<file path="config.mk">
export PLATFORM = sky130hd
export DESIGN_NAME = kf76489_bus_fifo_control
export DESIGN_NICKNAME = d
export VERILOG_FILES = /design/src/rtl/kf76489_bus_fifo_control.sv
export SDC_FILE = /design/constraint.sdc
export NUM_CORES = 1
export LEC_CHECK = 0
export BUFFER_PORTS_ARGS = -buffer_cell sky130_fd_sc_hd__clkbuf_2
export CAP_MARGIN = 25
export CORE_MARGIN = 2
export CORE_UTILIZATION = 50
export CTS_CLUSTER_SIZE = 8
export DETAILED_ROUTE_END_ITERATION = 8
export PLACE_DENSITY = 0.76
export SYNTH_ARGS = -nofsm -noshare
export SYNTH_HDL_FRONTEND = slang
export SYNTH_SLANG_ARGS = --single-unit
</file>
<file path="constraint.sdc">
create_clock -name clock -period 7.4 [get_ports clock]
set_clock_uncertainty 0.2 [all_clocks]
set_input_delay 1.48 -clock clock [delete_from_list [all_inputs] [get_ports clock]]
set_output_delay 1.48 -clock clock [all_outputs]
set_load 0.05 [all_outputs]
</file>
<file path="src/rtl/kf76489_bus_fifo_control.sv">
// KF76489 bus front end: captures CPU write strobes into a small FIFO,
// then drains the queued bytes at a fixed chip-timing interval through the
// SN76489 latch/data decoder into a single registered register-file write port.
module kf76489_bus_fifo_control #(
    parameter int FIFO_DEPTH     = 4,
    parameter int DRAIN_INTERVAL = 32,
    parameter int CNT_W          = $clog2(DRAIN_INTERVAL)
) (
    input  logic       clock,
    input  logic       reset,
    input  logic       CE_N,
    input  logic       WE_N,
    input  logic [7:0] D_IN,
    input  logic       overflow_clear,
    output logic       READY,
    output logic       overflow,
    output logic       write_en,
    output logic [2:0] write_reg,
    output logic       write_part,
    output logic [5:0] write_value
);

    localparam int PTR_W   = (FIFO_DEPTH > 1) ? $clog2(FIFO_DEPTH) : 1;
    localparam int COUNT_W = $clog2(FIFO_DEPTH) + 1;

    typedef enum logic [1:0] {
        IDLE  = 2'd0,
        ISSUE = 2'd1,
        WAIT  = 2'd2
    } state_t;

    state_t               state;
    state_t               state_next;
    logic                 prev_we;
    logic [7:0]           d_q;
    logic                 commit;
    logic [7:0]           fifo_mem [FIFO_DEPTH];
    logic [PTR_W-1:0]     wr_ptr;
    logic [PTR_W-1:0]     rd_ptr;
    logic [COUNT_W-1:0]   count;
    logic                 full;
    logic                 empty;
    logic                 push;
    logic                 pop;
    logic                 drop;
    logic                 issue;
    logic [CNT_W-1:0]     drain_cnt;
    logic [2:0]           latched_reg;
    logic [7:0]           head;

    assign full   = (count == COUNT_W'(FIFO_DEPTH));
    assign empty  = (count == '0);
    assign commit = ~prev_we & WE_N;
    assign push   = commit & (~full | pop);
    assign drop   = commit & full & ~pop;
    assign head   = fifo_mem[rd_ptr];

    // Track the enabled write strobe and sample the data bus so the byte is
    // available in the cycle where the rising WE_N edge is detected.
    always_ff @(posedge clock or posedge reset) begin
        if (reset) begin
            prev_we <= 1'b1;
            d_q     <= 8'h00;
        end else begin
            prev_we <= CE_N ? 1'b1 : WE_N;
            d_q     <= D_IN;
        end
    end

    // FIFO storage; contents are don't-care while the occupancy count is zero.
    always_ff @(posedge clock) begin
        if (push) begin
            fifo_mem[wr_ptr] <= d_q;
        end
    end

    // FIFO pointers and occupancy; simultaneous push and pop leave count alone.
    always_ff @(posedge clock or posedge reset) begin
        if (reset) begin
            wr_ptr <= '0;
            rd_ptr <= '0;
            count  <= '0;
        end else begin
            if (push) begin
                wr_ptr <= wr_ptr + 1'b1;
            end
            if (pop) begin
                rd_ptr <= rd_ptr + 1'b1;
            end
            case ({push, pop})
                2'b10:   count <= count + 1'b1;
                2'b01:   count <= count - 1'b1;
                default: count <= count;
            endcase
        end
    end

    // READY follows the registered count one clock later; overflow is sticky
    // and a fresh drop wins over a simultaneous clear.
    always_ff @(posedge clock or posedge reset) begin
        if (reset) begin
            READY    <= 1'b1;
            overflow <= 1'b0;
        end else begin
            READY <= ~full;
            if (drop) begin
                overflow <= 1'b1;
            end else if (overflow_clear) begin
                overflow <= 1'b0;
            end
        end
    end

    // Drain FSM state register.
    always_ff @(posedge clock or posedge reset) begin
        if (reset) begin
            state <= IDLE;
        end else begin
            state <= state_next;
        end
    end

    // Drain FSM next state. The last WAIT cycle pops directly into ISSUE when
    // a backlog exists, so back-to-back pulses land exactly DRAIN_INTERVAL apart.
    always_comb begin
        state_next = state;
        case (state)
            IDLE:    if (!empty) state_next = ISSUE;
            ISSUE:   state_next = WAIT;
            WAIT:    if (drain_cnt == '0) state_next = empty ? IDLE : ISSUE;
            default: state_next = IDLE;
        endcase
    end

    // Drain FSM outputs: pop the FIFO head when a new write may start, strobe in ISSUE.
    always_comb begin
        pop   = 1'b0;
        issue = 1'b0;
        case (state)
            IDLE:    pop   = ~empty;
            ISSUE:   issue = 1'b1;
            WAIT:    pop   = ~empty & (drain_cnt == '0);
            default: pop   = 1'b0;
        endcase
    end

    assign write_en = issue;

    // Interval counter: loaded on ISSUE, counts down through WAIT.
    always_ff @(posedge clock or posedge reset) begin
        if (reset) begin
            drain_cnt <= '0;
        end else if (state == ISSUE) begin
            drain_cnt <= CNT_W'(DRAIN_INTERVAL - 2);
        end else if (state == WAIT && drain_cnt != '0) begin
            drain_cnt <= drain_cnt - 1'b1;
        end
    end

    // Decode the popped byte so the write port is valid during ISSUE and then
    // holds its value; frequency registers (0,2,4) take 6-bit data bytes.
    always_ff @(posedge clock or posedge reset) begin
        if (reset) begin
            latched_reg <= 3'd0;
            write_reg   <= 3'd0;
            write_part  <= 1'b0;
            write_value <= 6'd0;
        end else if (pop) begin
            if (head[7]) begin
                latched_reg <= head[6:4];
                write_reg   <= head[6:4];
                write_part  <= 1'b0;
                write_value <= {2'b00, head[3:0]};
            end else if (latched_reg[0] == 1'b0 && latched_reg != 3'd6) begin
                write_reg   <= latched_reg;
                write_part  <= 1'b1;
                write_value <= head[5:0];
            end else begin
                write_reg   <= latched_reg;
                write_part  <= 1'b0;
                write_value <= {2'b00, head[3:0]};
            end
        end
    end

endmodule
</file>
## After elaboration in Yosys (flattened, before gate mapping)

Memories as Yosys holds them, arrays and structs flattened.
Cells that the tools add are included.

| word-level totals | value |
|---|---|
| memories kept | 1 |
| flip-flop bits (word level) | 35 |
| word-level logic and storage cells | 67 |
| bits in writable memories | 32 |
| input bits | 13 |
| output and inout bits | 13 |

| operators by class | value |
|---|---|
| mux-type cells | 19 |
| reductions and logical operators | 11 |
| add/sub/neg operators | 5 |
| bitwise operators | 11 |
| equality and inequality tests | 8 |

Memories:

| name | words | bits a word | read ports | clocked after memory_dff | write ports | RTL line | text |
|---|---|---|---|---|---|---|---|
| fifo_mem | 4 | 8 | 1 | 0 | 1 | 37 | `logic [7:0] fifo_mem [FIFO_DEPTH];` |

Operators with widths:

| operator | count |
|---|---|
| 6-bit two-way mux | 2 |
| 5-bit two-way mux | 2 |
| 1-bit two-way mux | 9 |
| 2-bit one-hot mux with 3 select lines | 1 |
| 3-bit one-hot mux with 2 select lines | 1 |
| 2-bit nonzero test | 3 |
| 1-bit AND | 5 |
| 5-bit zero test | 1 |
| 1-bit inverter | 5 |
| 5-bit nonzero test | 1 |
| 5-bit by 1-bit subtractor with 5-bit output, second input constant | 1 |
| 2-bit by 1-bit adder with 2-bit output, second input constant | 2 |
| 2-bit by 1-bit == test with 1-bit output, second input constant | 2 |
| 2-bit == test, second input constant | 2 |
| 2-bit two-way mux | 2 |
| 2-bit != test, second input constant | 2 |
| 2-bit AND reduction | 2 |
| 3-bit by 1-bit adder with 3-bit output, second input constant | 1 |
| 3-bit == test, second input constant | 1 |
| 3-bit zero test | 1 |
| 3-bit two-way mux | 1 |
| 3-bit != test, second input constant | 1 |
| 3-bit by 1-bit subtractor with 3-bit output, second input constant | 1 |
| 1-bit logical AND | 2 |
| other kinds (3) | 3 |

## Logic depth before layout (Yosys ltp)

| logic depth | value |
|---|---|
| word-level depth | 8 |
| depth in mapped cells | 11 |
| mapped depth without buffers | 11 |

## Worst setup path after synthesis

Ideal clock, no wire load.

| path | value |
|---|---|
| path kind | input to register |
| start | in WE_N |
| end | reg count[2] |
| stages | 7 |
| required time | 7074 ps |
| setup slack | 4200 ps |
| data arrival time | 2874 ps |
| buffers on the path | 1 |
| setup time | 126 ps |
| path through | nand2b_1 > buf_4 > nand2_1 > fa_1 > nor4b_1 > mux2_2 > a311o_1 |

| between the ends | value |
|---|---|
| cells in the longest elaborated chain, start to end | 4 |
| elaborated cells on any way between the ends | 6 |
| those cells by class | eq/ne: 2; mux: 1; bitwise: 2; reduce/logical: 1 |

Ends and longest elaborated chain:

| element | RTL line | text |
|---|---|---|
| from (decl) | 12 | `input logic WE_N,` |
| 1-bit AND * | 53 | `assign commit = ~prev_we & WE_N;` |
| 1-bit AND * | 54 | `assign push = commit & (~full \| pop);` |
| 2-bit by 1-bit == test with 1-bit output or 2-bit == test (tied branches) | 90 | `case ({push, pop})` |
| 3-bit one-hot mux with 2 select lines or 2-bit nonzero test (tied branches) | - |  |
| to (signal assigned) | 91 | `2'b10: count <= count + 1'b1;` |
| to (signal assigned) | 92 | `2'b01: count <= count - 1'b1;` |
| to (signal assigned) | 93 | `default: count <= count;` |
| to (decl) | 40 | `logic [COUNT_W-1:0] count;` |

Mark *: on every way between the ends. The rest lies on a longest branch, timed or not.
A chain may end at the register's enable or synchronous reset.

## Worst setup path after layout

| path | value |
|---|---|
| start | reg drain_cnt[0] |
| end | reg count[2] |

| between the ends | value |
|---|---|
| cells in the longest elaborated chain, start to end | 7 |
| elaborated cells on any way between the ends | 9 |
| those cells by class | eq/ne: 2; mux: 2; bitwise: 3; reduce/logical: 2 |

Ends and longest elaborated chain:

| element | RTL line | text |
|---|---|---|
| from (decl) | 47 | `logic [CNT_W-1:0] drain_cnt;` |
| from (signal assigned) | 154 | `drain_cnt <= CNT_W'(DRAIN_INTERVAL - 2);` |
| from (signal assigned) | 156 | `drain_cnt <= drain_cnt - 1'b1;` |
| 5-bit zero test * | 142 | `WAIT: pop = ~empty & (drain_cnt == '0);` |
| 1-bit AND * | 142 |  |
| 1-bit one-hot mux with 2 select lines * | 139 | `case (state)` |
| 1-bit bitwise OR | 54 |  |
| 1-bit AND | 54 |  |
| 2-bit by 1-bit == test with 1-bit output or 2-bit == test (tied branches) | 90 |  |
| 3-bit one-hot mux with 2 select lines or 2-bit nonzero test (tied branches) | - |  |

Marks and branches as above.

==> flow_summary_export.csv <==
group,metric,value,unit
drt,ant_nets,0,
pwr,total_leakage_power,1.29,nW
clock_network,post_cts_buffers,0,
timing,worst_slack,3.89,ns
global_routing,grtUsageTotal,16.4,%
place,port_buffers,25,
drt,vias_per_cell,5.28,
timing,fin_crit_sh,47.5,%
logic_synthesis,synth_edf_count,32,
final_layout,fill_cells,449,
final_layout,num-nets-final,224,
global_routing,global_route.peak_usage_layer,"met2",
timing,timing.hold.ws,0.287,ns
clock_network,clk_latency,0.34,ns
logic_synthesis,yosys.area_share.simple,7.84,%
logic_synthesis,synth_nets,195,
floorplanning,coreArea,5470,um^2
logic_synthesis,synth-main-ff-cell,"dfrtp_1",
global_routing,grt_max_degree,36,
global_routing,grt_pass1_vias,1481,
final_layout,drive_above_1_share,34.0,%
timing,rsz0062_at_grt,"no",
logic_synthesis,ys_warn_count,0,
clock_network,hold_buffers,0,
place,gp_congestion,0.764,
floorplanning,ios,26,
flow_run,maxCapViolCount,0,
worst_setup_path,end_kind,"register",
logic_synthesis,synth_top_family_by_area,"multiplexers",
logic_synthesis,synth_area_leaders,"edfxtp_1, dfrtp_1, mux4_2, mux2_2, ha_1",
worst_setup_path,worstPathRequired,7.42,ns
timing,finalSetupTns,0,ns
worst_hold_path,hold_path.class,"register to register",
global_routing,grt_pass1_wl,7330,um
global_routing,grt_use_met3,6.14,%
logic_synthesis,ys_types,50,
final_layout,fin_area,3230,um^2
floorplanning,rows,27,
timing,fin_crit,3.51,ns
logic_synthesis,synthXorXnorAreaFrac,1.83,%
final_layout,area_delta_synth_final,14.9,%
logic_synthesis,ys_seq_area_share,65.5,%
run_status,status,"finished clean",
timing,worstMarginPinSlew,0.602,ns
floorplanning,die_area,6230,um^2
drt,wirelength,4320,um
logic_synthesis,ys_ff_latch,67,
clock_network,cts_resized,0,
final_layout,largest_reg_flops,32,
place,placed_area,2980,um^2
timing,setup_viol,0,
logic_synthesis,synth_top_cell_area_share,34.2,%
final_layout,antennaDiodeCount,0,
clock_network,cts_tree,"built",
worst_setup_path,critPathKind,"register to register",
final_layout,reg.largest.list,"fifo_mem: 32 flops, d_q: 8 flops, write_value: 6 flops",
timing,hold_viol,0,
logic_synthesis,synth_mux_area_share,10.8,%
global_routing,grt_antenna_before_repair,0,
place,detailed_place_hpwl,2800,um
logic_synthesis,avgSynthCellArea,16.0,um^2
global_routing,grt_util_met2,25.0,%
logic_synthesis,synthCells,175,
drt,vias,1485,
worst_setup_path,cp.arrival,3.53,ns
drt,wl_per_cell,15.4,um
logic_synthesis,synth_area,2810,um^2
pwr,pwr_density_cell,431,nW/um^2
clock_network,cts_buffer_depth,2,
logic_synthesis,yosys.area_share.adder,3.39,%
timing,slew_viol_final,0,
final_layout,finalCoreUtilization,58.9,%
global_routing,overflow,0,
place,post-place-ws,3.89,ns
drt,first_pass_iters,4,
logic_synthesis,yosys.area.top_type,"edfxtp_1",
timing,fmax,0.285,GHz
pwr,ir_drop,0.199,mV
timing,max_slew_margin,59.9,%
worst_setup_path,crit_path_max_fanout,12,
drt,drc,0,
clock_network,clock-root-buffer,"clkbuf_8",
final_layout,regMostFlops,"fifo_mem",
floorplanning,die_h,78.9,um
drt,drtIter0Drc,64,
clock_network,clock_sinks,67,
floorplanning,fp.dieW,78.9,um
worst_setup_path,cp-start-kind,"register",
logic_synthesis,async_flop_share,52.2,%
global_routing,use_met1,21.3,%
floorplanning,start_util,51.3,%
clock_network,cts_max_level,3,
logic_synthesis,synth_compound_area_share,7.31,%
clock_network,clkTransAtPathRegs,0.07,ns
clock_network,numCtsBuffers,9,
[layer usage]
metal | wire length [um] | part of all wire [%]
met1 | 1900 | 44
met2 | 2180 | 50
met3 | 175 | 4.0
met4 | 71 | 1.6
met5 | 0 | 0
[report_power, final]
part	internal [mW]	switching, mW	total [mW]
clock network	0.224	0.136	0.360
logic	0.202	0.258	0.460
registers	0.471	0.0979	0.569
[worst max-delay path, stage by stage, from the launching register on]
cell      delay [ns]
dfrtp_1         0.40
inv_1           0.11
ha_1            0.20
or4b_4          0.51
a21oi_4         0.40
nand2b_2        0.18
clkinv_4        0.14
nand2_1         0.07
fa_1            0.44
nor4b_1         0.17
mux2_2          0.28
a311o_1         0.31
[layout make-up]
| class | count | area [um^2] | share of cell area, % |
|---|---|---|---|
| Sequential cell | 67 | 1840 | 57.0 |
| Multi-Input combinational cell | 89 | 876 | 27.2 |
| Timing Repair Buffer | 26 | 133 | 4.11 |
| Clock buffer | 10 | 128 | 3.96 |
| Tap cell | 72 | 90.1 | 2.79 |
| Inverter | 11 | 46.3 | 1.44 |
| Clock inverter | 6 | 114 | 3.53 |
[stage by stage]
stage / power, mW / std cells
global route: 1.48 / 281
global placement: 1.03 / 265
detailed placement: 1.04 / 265
floorplan: 0.955 / 175
finish: 1.39 / 281
CTS: 1.40 / 281
[cell usage after synthesis, types with 2 or more instances]
library cell / n
inv_1: 10
dfstp_2: 2
nor3_1: 5
and2_1: 5
clkbuf_1: 5
a21oi_1: 4
a22o_1: 2
o41ai_1: 2
a221oi_2: 2
or3_1: 3
mux4_2: 8
mux2_2: 7
nand2_1: 5
nor2_1: 4
nand2b_1: 3
dfrtp_1: 33
xnor2_1: 3
edfxtp_1: 32
ha_1: 6
mux2_4: 3
nor2b_1: 2
[worst paths after layout]
check | start | end | slack (ns) | cells after the start
worst max register to register | drain_cnt[0]$_DFFE_PP0P_ | count[2]$_DFFE_PP0P_ | 3.89 | 11
worst min-delay path | d_q[3]$_DFF_PP0_ | fifo_mem[1][3]$_DFFE_PP_ | 0.29 | 0
worst max-delay path | drain_cnt[0]$_DFFE_PP0P_ | count[2]$_DFFE_PP0P_ | 3.89 | 11
max in group asynchronous | reset | READY$_DFF_PP1_ | 5.65 | 3
min in group asynchronous | reset | d_q[1]$_DFF_PP0_ | 1.01 | 3
worst min register to register | d_q[3]$_DFF_PP0_ | fifo_mem[1][3]$_DFFE_PP_ | 0.29 | 0
[placed cells by master, fill, tap and decap left out, types with 5 or more instances in the layout]
cell,instances
inv_1,10
mux4_2,8
mux2_2,7
nand2_1,5
and2_1,5
nor3_1,5
clkbuf_2,25
ha_1,6
dfrtp_1,33
clkbuf_8,9
edfxtp_1,32
[kinds of logic after synthesis]
kind of cell,Yosys count
and+or+nand+nor,36
DFF,67
muxes,18
AOI/OAI and AO/OA,23
buffers and inverters,19
adders and majority gates,7
xor gates and xnor gates,5
No activity file was read; power rests on OpenSTA's default activity.
